**config.mk**
```make
export PLATFORM = sky130hd
export DESIGN_NAME = layer1_relu_accumulator_flat
export DESIGN_NICKNAME = d
export VERILOG_FILES = /design/src/rtl/layer1_relu_accumulator_if.sv /design/src/rtl/layer1_relu_accumulator.sv /design/src/flat_wrapper.sv
export SDC_FILE = /design/constraint.sdc
export NUM_CORES = 2
export LEC_CHECK = 0
export ABC_AREA = 0
export BUFFER_PORTS_ARGS = -buffer_cell sky130_fd_sc_hd__buf_4
export CORE_MARGIN = 5
export CORE_UTILIZATION = 35
export CTS_CLUSTER_SIZE = 28
export DETAILED_ROUTE_END_ITERATION = 6
export RECOVER_POWER = 100
export SLEW_MARGIN = 5
export SYNTH_ARGS = -nofsm -noshare
export SYNTH_HDL_FRONTEND = slang
export SYNTH_SLANG_ARGS = --single-unit
```
**constraint.sdc**
```tcl
create_clock -name clk -period 25.2 [get_ports clk]
set_input_delay 3.78 -clock clk [delete_from_list [all_inputs] [get_ports clk]]
set_output_delay 3.78 -clock clk [all_outputs]
set_load 0.02 [all_outputs]
```
**src/rtl/layer1_relu_accumulator_if.sv**
```systemverilog
// Bundle of the pixel stream, weight-storage and activation ports of layer1_relu_accumulator.
// The slave modport is the accumulator side; the master modport is the side that drives its inputs.
interface layer1_relu_accumulator_if #(
    parameter int NODES       = 16,
    parameter int W_WIDTH     = 8,
    parameter int PIXEL_WIDTH = 8,
    parameter int OUT_WIDTH   = 16
);
    logic                         start;
    logic [PIXEL_WIDTH-1:0]       pixelIn;
    logic                         pixelValid;
    logic                         pixelReady;
    logic [9:0]                   NodeSelect;
    logic [NODES*W_WIDTH-1:0]     weightsIn;
    logic [NODES*OUT_WIDTH-1:0]   activations;
    logic                         outValid;
    logic                         outReady;
    logic                         busy;

    modport master (
        output start, pixelIn, pixelValid, weightsIn, outReady,
        input  pixelReady, NodeSelect, activations, outValid, busy
    );

    modport slave (
        input  start, pixelIn, pixelValid, weightsIn, outReady,
        output pixelReady, NodeSelect, activations, outValid, busy
    );
endinterface

```
**src/rtl/layer1_relu_accumulator.sv**
```systemverilog
// Layer-1 MAC: walks storage rows with the pixel stream, accumulates every weight lane in parallel,
// then applies ReLU with saturation and hands one activation vector to layer 2.
//
// state | meaning
// IDLE  | waiting for start; activations keep the last image's result
// ACCUM | accepting pixels, NodeSelect = pixel counter
// RELU  | one cycle converting accumulators to saturated activations
// DONE  | outValid held until layer 2 takes the vector
module layer1_relu_accumulator #(
    parameter int NODES       = 16,
    parameter int W_WIDTH     = 8,
    parameter int PIXEL_WIDTH = 8,
    parameter int INPUT_COUNT = 784,
    parameter int ACC_WIDTH   = 28,
    parameter int OUT_WIDTH   = 16
) (
    input logic                     clk,
    input logic                     reset,
    layer1_relu_accumulator_if.slave bus
);
    localparam int PROD_WIDTH = PIXEL_WIDTH + W_WIDTH + 1;
    localparam logic [9:0] LAST_ROW = 10'(INPUT_COUNT - 1);
    localparam logic signed [ACC_WIDTH-1:0] SAT_MAX =
        {{(ACC_WIDTH-OUT_WIDTH){1'b0}}, {OUT_WIDTH{1'b1}}};

    typedef enum logic [1:0] {IDLE, ACCUM, RELU, DONE} state_t;

    state_t                        state_q, state_d;
    logic [9:0]                    cnt_q, cnt_d;
    logic signed [ACC_WIDTH-1:0]   acc_q [NODES];
    logic signed [ACC_WIDTH-1:0]   acc_d [NODES];
    logic [NODES*OUT_WIDTH-1:0]    act_q, act_d;
    logic                          out_valid_q, out_valid_d;
    logic                          pixel_ready_q, pixel_ready_d;
    logic                          busy_q, busy_d;
    logic                          accept;

    always_comb begin
        logic signed [PROD_WIDTH-1:0] pix_e;
        logic signed [PROD_WIDTH-1:0] w_e;
        logic signed [PROD_WIDTH-1:0] prod;
        state_d     = state_q;
        cnt_d       = cnt_q;
        acc_d       = acc_q;
        act_d       = act_q;
        out_valid_d = out_valid_q;
        pix_e       = {{W_WIDTH{1'b0}}, 1'b0, bus.pixelIn};
        w_e         = '0;
        prod        = '0;
        accept      = bus.pixelValid & pixel_ready_q;

        case (state_q)
            IDLE: begin
                if (bus.start) begin
                    cnt_d = '0;
                    for (int k = 0; k < NODES; k++) acc_d[k] = '0;
                    state_d = ACCUM;
                end
            end
            ACCUM: begin
                if (accept) begin
                    // Product always fits PROD_WIDTH, so truncating the operand extension is exact.
                    for (int k = 0; k < NODES; k++) begin
                        w_e  = {{(PIXEL_WIDTH+1){bus.weightsIn[k*W_WIDTH+W_WIDTH-1]}},
                                bus.weightsIn[k*W_WIDTH +: W_WIDTH]};
                        prod = pix_e * w_e;
                        acc_d[k] = acc_q[k] +
                                   {{(ACC_WIDTH-PROD_WIDTH){prod[PROD_WIDTH-1]}}, prod};
                    end
                    if (cnt_q == LAST_ROW) state_d = RELU;
                    else                   cnt_d   = cnt_q + 10'd1;
                end
            end
            RELU: begin
                for (int k = 0; k < NODES; k++) begin
                    if (acc_q[k] < 0)             act_d[k*OUT_WIDTH +: OUT_WIDTH] = '0;
                    else if (acc_q[k] > SAT_MAX)  act_d[k*OUT_WIDTH +: OUT_WIDTH] = '1;
                    else act_d[k*OUT_WIDTH +: OUT_WIDTH] = acc_q[k][OUT_WIDTH-1:0];
                end
                out_valid_d = 1'b1;
                state_d     = DONE;
            end
            DONE: begin
                if (bus.outReady) begin
                    out_valid_d = 1'b0;
                    state_d     = IDLE;
                end
            end
            default: state_d = IDLE;
        endcase

        pixel_ready_d = (state_d == ACCUM);
        busy_d        = (state_d != IDLE);
    end

    always_ff @(posedge clk) begin
        if (reset) begin
            state_q       <= IDLE;
            cnt_q         <= '0;
            act_q         <= '0;
            out_valid_q   <= 1'b0;
            pixel_ready_q <= 1'b0;
            busy_q        <= 1'b0;
            for (int k = 0; k < NODES; k++) acc_q[k] <= '0;
        end else begin
            state_q       <= state_d;
            cnt_q         <= cnt_d;
            act_q         <= act_d;
            out_valid_q   <= out_valid_d;
            pixel_ready_q <= pixel_ready_d;
            busy_q        <= busy_d;
            for (int k = 0; k < NODES; k++) acc_q[k] <= acc_d[k];
        end
    end

    assign bus.pixelReady  = pixel_ready_q;
    assign bus.NodeSelect  = pixel_ready_q ? cnt_q : 10'd0;
    assign bus.activations = act_q;
    assign bus.outValid    = out_valid_q;
    assign bus.busy        = busy_q;
endmodule

```
**src/flat_wrapper.sv**
```systemverilog
// flat-port wrapper written by rule: the top's interface ports become plain ports
module layer1_relu_accumulator_flat 
#(
    parameter int NODES       = 16,
    parameter int W_WIDTH     = 8,
    parameter int PIXEL_WIDTH = 8,
    parameter int INPUT_COUNT = 784,
    parameter int ACC_WIDTH   = 28,
    parameter int OUT_WIDTH   = 16
)
  (clk, reset, bus_start, bus_pixelIn, bus_pixelValid, bus_weightsIn, bus_outReady, bus_pixelReady, bus_NodeSelect, bus_activations, bus_outValid, bus_busy);
  layer1_relu_accumulator_if #(.NODES(NODES), .W_WIDTH(W_WIDTH), .PIXEL_WIDTH(PIXEL_WIDTH), .OUT_WIDTH(OUT_WIDTH)) bus_i ();
  input logic clk;
  input logic reset;
  input wire logic [$bits(bus_i.start)-1:0] bus_start;
  input wire logic [$bits(bus_i.pixelIn)-1:0] bus_pixelIn;
  input wire logic [$bits(bus_i.pixelValid)-1:0] bus_pixelValid;
  input wire logic [$bits(bus_i.weightsIn)-1:0] bus_weightsIn;
  input wire logic [$bits(bus_i.outReady)-1:0] bus_outReady;
  output wire logic [$bits(bus_i.pixelReady)-1:0] bus_pixelReady;
  output wire logic [$bits(bus_i.NodeSelect)-1:0] bus_NodeSelect;
  output wire logic [$bits(bus_i.activations)-1:0] bus_activations;
  output wire logic [$bits(bus_i.outValid)-1:0] bus_outValid;
  output wire logic [$bits(bus_i.busy)-1:0] bus_busy;
  assign bus_i.start = bus_start;
  assign bus_i.pixelIn = bus_pixelIn;
  assign bus_i.pixelValid = bus_pixelValid;
  assign bus_i.weightsIn = bus_weightsIn;
  assign bus_i.outReady = bus_outReady;
  assign bus_pixelReady = bus_i.pixelReady;
  assign bus_NodeSelect = bus_i.NodeSelect;
  assign bus_activations = bus_i.activations;
  assign bus_outValid = bus_i.outValid;
  assign bus_busy = bus_i.busy;
  layer1_relu_accumulator #(.NODES(NODES), .W_WIDTH(W_WIDTH), .PIXEL_WIDTH(PIXEL_WIDTH), .INPUT_COUNT(INPUT_COUNT), .ACC_WIDTH(ACC_WIDTH), .OUT_WIDTH(OUT_WIDTH)) u_core (.clk(clk), .reset(reset), .bus(bus_i));
endmodule
```
After elaboration in Yosys (flattened, before gate mapping)
Cells that the tools add are included.
Widths: inputs -> output; s select.

word-level totals
  word-level logic and storage cells = 151
  input port bits = 141
  flip-flop bits (word level) = 719
  output and inout bits = 269

cells by class
  $add $sub $neg = 17
  mux-type cells = 47
  bitwise logic cells = 1
  reductions and logical operators = 7
  magnitude comparators = 32
  equality and inequality tests = 9
  $mul = 16

operators with widths
  operator               number
  $mux 448               2
  $pmux 448 s2           1
  $mux 16                32
  $add 28x28->28         16
  $gt 28x17->1 const B   16
  $lt 28x1->1 const B    16
  $mul 9x8->17           16
  $mux 10                4
  $pmux 10 s2            1
  $add 10x1->10 const B  1
  $eq 10x10->1 const B   1
  $mux 2                 4
  $pmux 2 s4             1
  $ne 2x2->1 const B     3
  $reduce_bool 2->1      3
  $eq 2x1->1 const B     2
  $eq 2x2->1 const B     2
  $reduce_and 4->1       1
  $reduce_and 3->1       1
  $logic_not 2->1        1
  $ne 2x1->1 const B     1
  $pmux 1 s2             1
  $reduce_and 2->1       1
  $and 1x1->1            1
  $mux 1                 1

Logic depth before layout (Yosys ltp)
  depth in word-level cells = 5
  depth in mapped cells = 35
  depth with buffers taken out = 33

Worst setup path before layout
OpenSTA, ideal clock, no wires.

  path type = input to register
  start point = input bus_pixelIn[5]
  end point = register u_core.acc_q[278] in the netlist's numbering
  data required time = 25.083 ns
  setup time = 0.117 ns
  arrival time = 10.708 ns
  buffers on the path = 4
  stages = 32
  slack = 14.375 ns
  cells stage by stage = clkbuf_1 clkbuf_1 clkbuf_1 nand2_1 fa_1 fa_1 inv_1 fa_1 inv_1 fa_1 inv_1 ha_1 inv_1 o21bai_1 a21o_1 a31o_2 a41oi_1 a211o_1 xnor2_1 ha_1 clkbuf_1 a21o_1 a21o_1 a21o_1 a21oi_1 inv_1 a21oi_1 o21ai_0 nor3_1 a21oi_1 xor2_1 a22o_1

on the way
  longest elaborated chain between the ends = 4

RTL lines
  element          RTL line                       RTL
  start, declared  flat_wrapper.sv:16             input wire logic [$bits(bus_i.pixelIn)-1:0] bus_pixelIn;
  $mul 9x8->17     layer1_relu_accumulator.sv:66  prod = pix_e * w_e;
  $add 28x28->28   layer1_relu_accumulator.sv:67  acc_d[k] = acc_q[k] +
  $mux 448         layer1_relu_accumulator.sv:61  if (accept) begin
  $pmux 448 s2     layer1_relu_accumulator.sv:52  case (state_q)
  end, declared    layer1_relu_accumulator.sv:30  logic signed [ACC_WIDTH-1:0] acc_q [NODES];

No other way between the ends. The select of a mux whose other input is x is not followed.
A chain may end at the register's enable or synchronous reset.

Final worst setup path
  start point = input bus_pixelIn[5]
  end point = register u_core.acc_q[335] in the netlist's numbering

The elaborated chain is that of the path after synthesis.

==> results.sh <==
export IMPL_crit_path_top_delay_cell="clkbuf_1"
export IMPL_place_congestion=0.8869
export IMPL_drv_cap=15
export IMPL_drc=7
export IMPL_synthCells=10238
export IMPL_wl_per_cell_um=17.24
export IMPL_n_fill_cell=23993
export IMPL_violations="design-rule violations, max-capacitance violations, max-slew violations"
export IMPL_dr_pass1_iters=7
export IMPL_grt_pass1_wl_um=378700
export IMPL_rsz0062_at_grt="false"
export IMPL_tightestPinTransition_ns=3.993
export IMPL_regToRegSetupSlack_ns=19.75
export IMPL_drtIter0Drc=3498
export IMPL_p_sw_frac=0.4416
export IMPL_reg2reg_depth=9
export IMPL_hold_buffers=0
export IMPL_syn_to_final_growth_pct=10.01
export IMPL_fmax_mhz=64.14
export IMPL_synth_top_area_share=0.1783
export IMPL_hold_depth=2
export IMPL_ys_seq_area_frac=0.1753
export IMPL_status="complete, but fails checks"
export IMPL_slew_headroom=-1.662
export IMPL_min_to="u_core.acc_q[192]"
export IMPL_grt_use_total=0.1885
export IMPL_path_max_fanout=65
export IMPL_initial_core_util=0.3525
export IMPL_criticalPathCategory="input port to flip-flop"
export IMPL_layout_commonest_cell="ha_1"
export IMPL_ys_ff_latch=719
export IMPL_cp_top_family="buffers and inverters"
export IMPL_grt_overflow_total=0
export IMPL_intPower_mw=3.739
export IMPL_yosysWarningCount=0
export IMPL_die_h_um=494.4
export IMPL_synth_main_ff_cell="dfxtp_1"
export IMPL_cts_sinks=719
export IMPL_multi_input_area_mm2=0.06202
export IMPL_ir_worst_vdd_mv=0.05386
export IMPL_rows=177
export IMPL_final_setup_skew_ns=0.04863
export IMPL_grt_pass1_vias=71184
export IMPL_post_route_period_util=0.6187
export IMPL_cts_htree_levels=3
export IMPL_netlist_area_mm2=0.08211
export IMPL_clk_pin_slew_ns=0.06
export IMPL_cts_tree="yes"
export IMPL_critPathMaxStageDelay_ns=2.45
export IMPL_clock_path_buffers=3
export IMPL_arrival_ns=16.23
export IMPL_synth_top_area_cell="ha_1"
export IMPL_antenna_found_initial=58
export IMPL_drive_above_1_share=0.03853
export IMPL_layout_cells_non_filler=13631
export IMPL_coreArea_mm2=0.2330
export IMPL_p_leak_nw=42.45
export IMPL_design_area_mm2=0.09034
export IMPL_cts_resized=0
export IMPL_placed_area_mm2=0.08809
export IMPL_syn_nets=12157
export IMPL_dieArea_mm2=0.2444
export IMPL_hp_class="flip-flop to flip-flop"
export IMPL_wl_um=235000
export IMPL_power_density_mw_per_mm2=74.13
export IMPL_numCtsBuffers=94
export IMPL_seqCellArea_mm2=0.01439
export IMPL_final_max_slew_viol_count=830
export IMPL_pin_count=410
export IMPL_finalSetupViolCount=0
export IMPL_postSynthAreaPerCell_um2=8.020
export IMPL_crit_buf_inv=5
export IMPL_crit_required_ns=25.84
export IMPL_die_width_um=494.4
export IMPL_setup_tns_final_ns=0
export IMPL_async_flop_share=0
export IMPL_clkPwrFrac=0.218
export IMPL_cts_root_buf="clkbuf_16"
export IMPL_hold_viol_final=0
export IMPL_pwr_share_comb=0.598
export IMPL_clk_insertion_delay_late_ns=0.79
export IMPL_r2r_end="u_core.acc_q[412]"
export IMPL_seqPwrFrac=0.184
export IMPL_synth_cell_types=95
export IMPL_via_per_inst=5.179
export IMPL_synth_area_leaders="ha_1 (18%), dfxtp_1 (18%), fa_1 (15%)"
export IMPL_antenna_left=0
export IMPL_postCtsSetupBuffers=0
export IMPL_place_inst=13422
export IMPL_final_util=0.3877
export IMPL_numPortBuffers=409
export IMPL_endpoint_kind="flip-flop"
export IMPL_vias=70595
export IMPL_power_switching_mw=2.957
export IMPL_whs_ns=0.4668
export IMPL_startpoint_type="input port"
export IMPL_cpMostUsedCell="fa_1"
export IMPL_final_cell_mix="ha_1 (1170), nor2_1 (1116), inv_1 (1102), a21oi_1 (766), dfxtp_1 (719)"
export IMPL_synth_edf_count=0
export IMPL_final_min_clock_period_ns=15.59
export IMPL_finalNetCount=12305
export IMPL_r2r_start="u_core.state_q[0]"
export IMPL_hold_start="u_core.acc_q[192]"
export IMPL_grt_start_max_net_pins=87
export IMPL_hpwl_um=177500
worst register-to-register path, cell delays in order, from the launching register on:
cell and delay (ns):
dfxtp_1 0.54, nor2b_4 0.22, buf_4 0.59, nand3_4 0.18, nor2_1 1.45, clkbuf_1 1.84, nand3_1 0.18, a21oi_1 0.21
a31oi_1 0.05, o211ai_1 0.12
flip-flops by register name, indices dropped and copies added (netlist names):
| register | count |
|---|---|
| u_core.acc_q | 448 |
| u_core.bus.activations | 256 |
| u_core.cnt_q | 10 |
| u_core.state_q | 2 |
| u_core.bus.busy | 1 |
| u_core.bus.outValid | 1 |
| u_core.bus.pixelReady | 1 |
Yosys cell counts (all sizes together), types with 33 or more instances:
library cell and number:
ha 1170, nor2 1117, inv 1102, a21oi 768, dfxtp 719, nand2 711
and2 680, fa 608, o21ai 427, clkbuf 407, nor3 396, xnor2 348
a21o 232, xor2 175, a22oi 152, nand3 147, nand2b 135, nor2b 113
o21a 86, o21bai 74, a31oi 55, nor4 53, or3 51, and3 43
o211ai 33
power by group through the flow:
| stage | logic (mW) | registers (mW) | clock network, mW |
|---|---|---|---|
| global placement | 3.91 | 1.25 | 0 |
| CTS | 4.03 | 1.23 | 1.52 |
| detailed placement | 3.99 | 1.25 | 0 |
| floorplan | 3.19 | 1.21 | 0 |
| global route | 4.55 | 1.23 | 1.56 |
| finish | 4.01 | 1.23 | 1.46 |
per-layer routing:
metal	global-route usage	routed length, um	up-vias
met4	0.07329	7972	16
met1	0.2357	102400	34010
met3	0.03240	12380	360
met5	0	104	-
met2	0.3230	112100	1421
li1	-	-	34788
cell type report:
cell class,instances,share of cell area
multi-input combinational,8000,0.6866
sequential,719,0.1593
inverter,1102,0.04579
tap,3132,0.04338
clock buffer,112,0.02778
timing repair buffer,469,0.02713
clock inverter,57,0.008920
antenna,40,0.001108
metrics by stage:
step	total power, mW	worst slack [ns]
2_1_floorplan	4.402	14.37
6_report	6.696	9.610
5_1_grt	7.342	8.951
3_5_place_dp	5.245	13.14
4_1_cts	6.783	13.99
3_3_place_gp	5.159	13.21
worst max-delay path by stage:
stage | cells past startpoint | slack [ns] | to | from
floorplan | 32 | 14.37 | u_core.acc_q[278] | bus_pixelIn[5]
detailed placement | 32 | 13.14 | u_core.acc_q[194] | bus_pixelIn[5]
global route | 27 | 8.95 | u_core.acc_q[335] | bus_pixelIn[5]
global placement | 32 | 13.21 | u_core.acc_q[194] | bus_pixelIn[5]
CTS | 32 | 13.99 | u_core.acc_q[194] | bus_pixelIn[5]
finish | 27 | 9.61 | u_core.acc_q[335] | bus_pixelIn[5]
kinds of logic after synthesis:
kind of cell | after synthesis | synth area share
XOR/XNOR | 523 | 0.05588
flip-flops | 719 | 0.1753
adder cells (fa/ha/maj) | 1778 | 0.3265
buffers and inverters | 1519 | 0.06948
AND/OR/NAND/NOR | 3555 | 0.2082
AO/OA/AOI/OAI | 2131 | 0.1630
multiplexers | 13 | 0.001630
No activity file was read; power rests on OpenSTA's default activity.
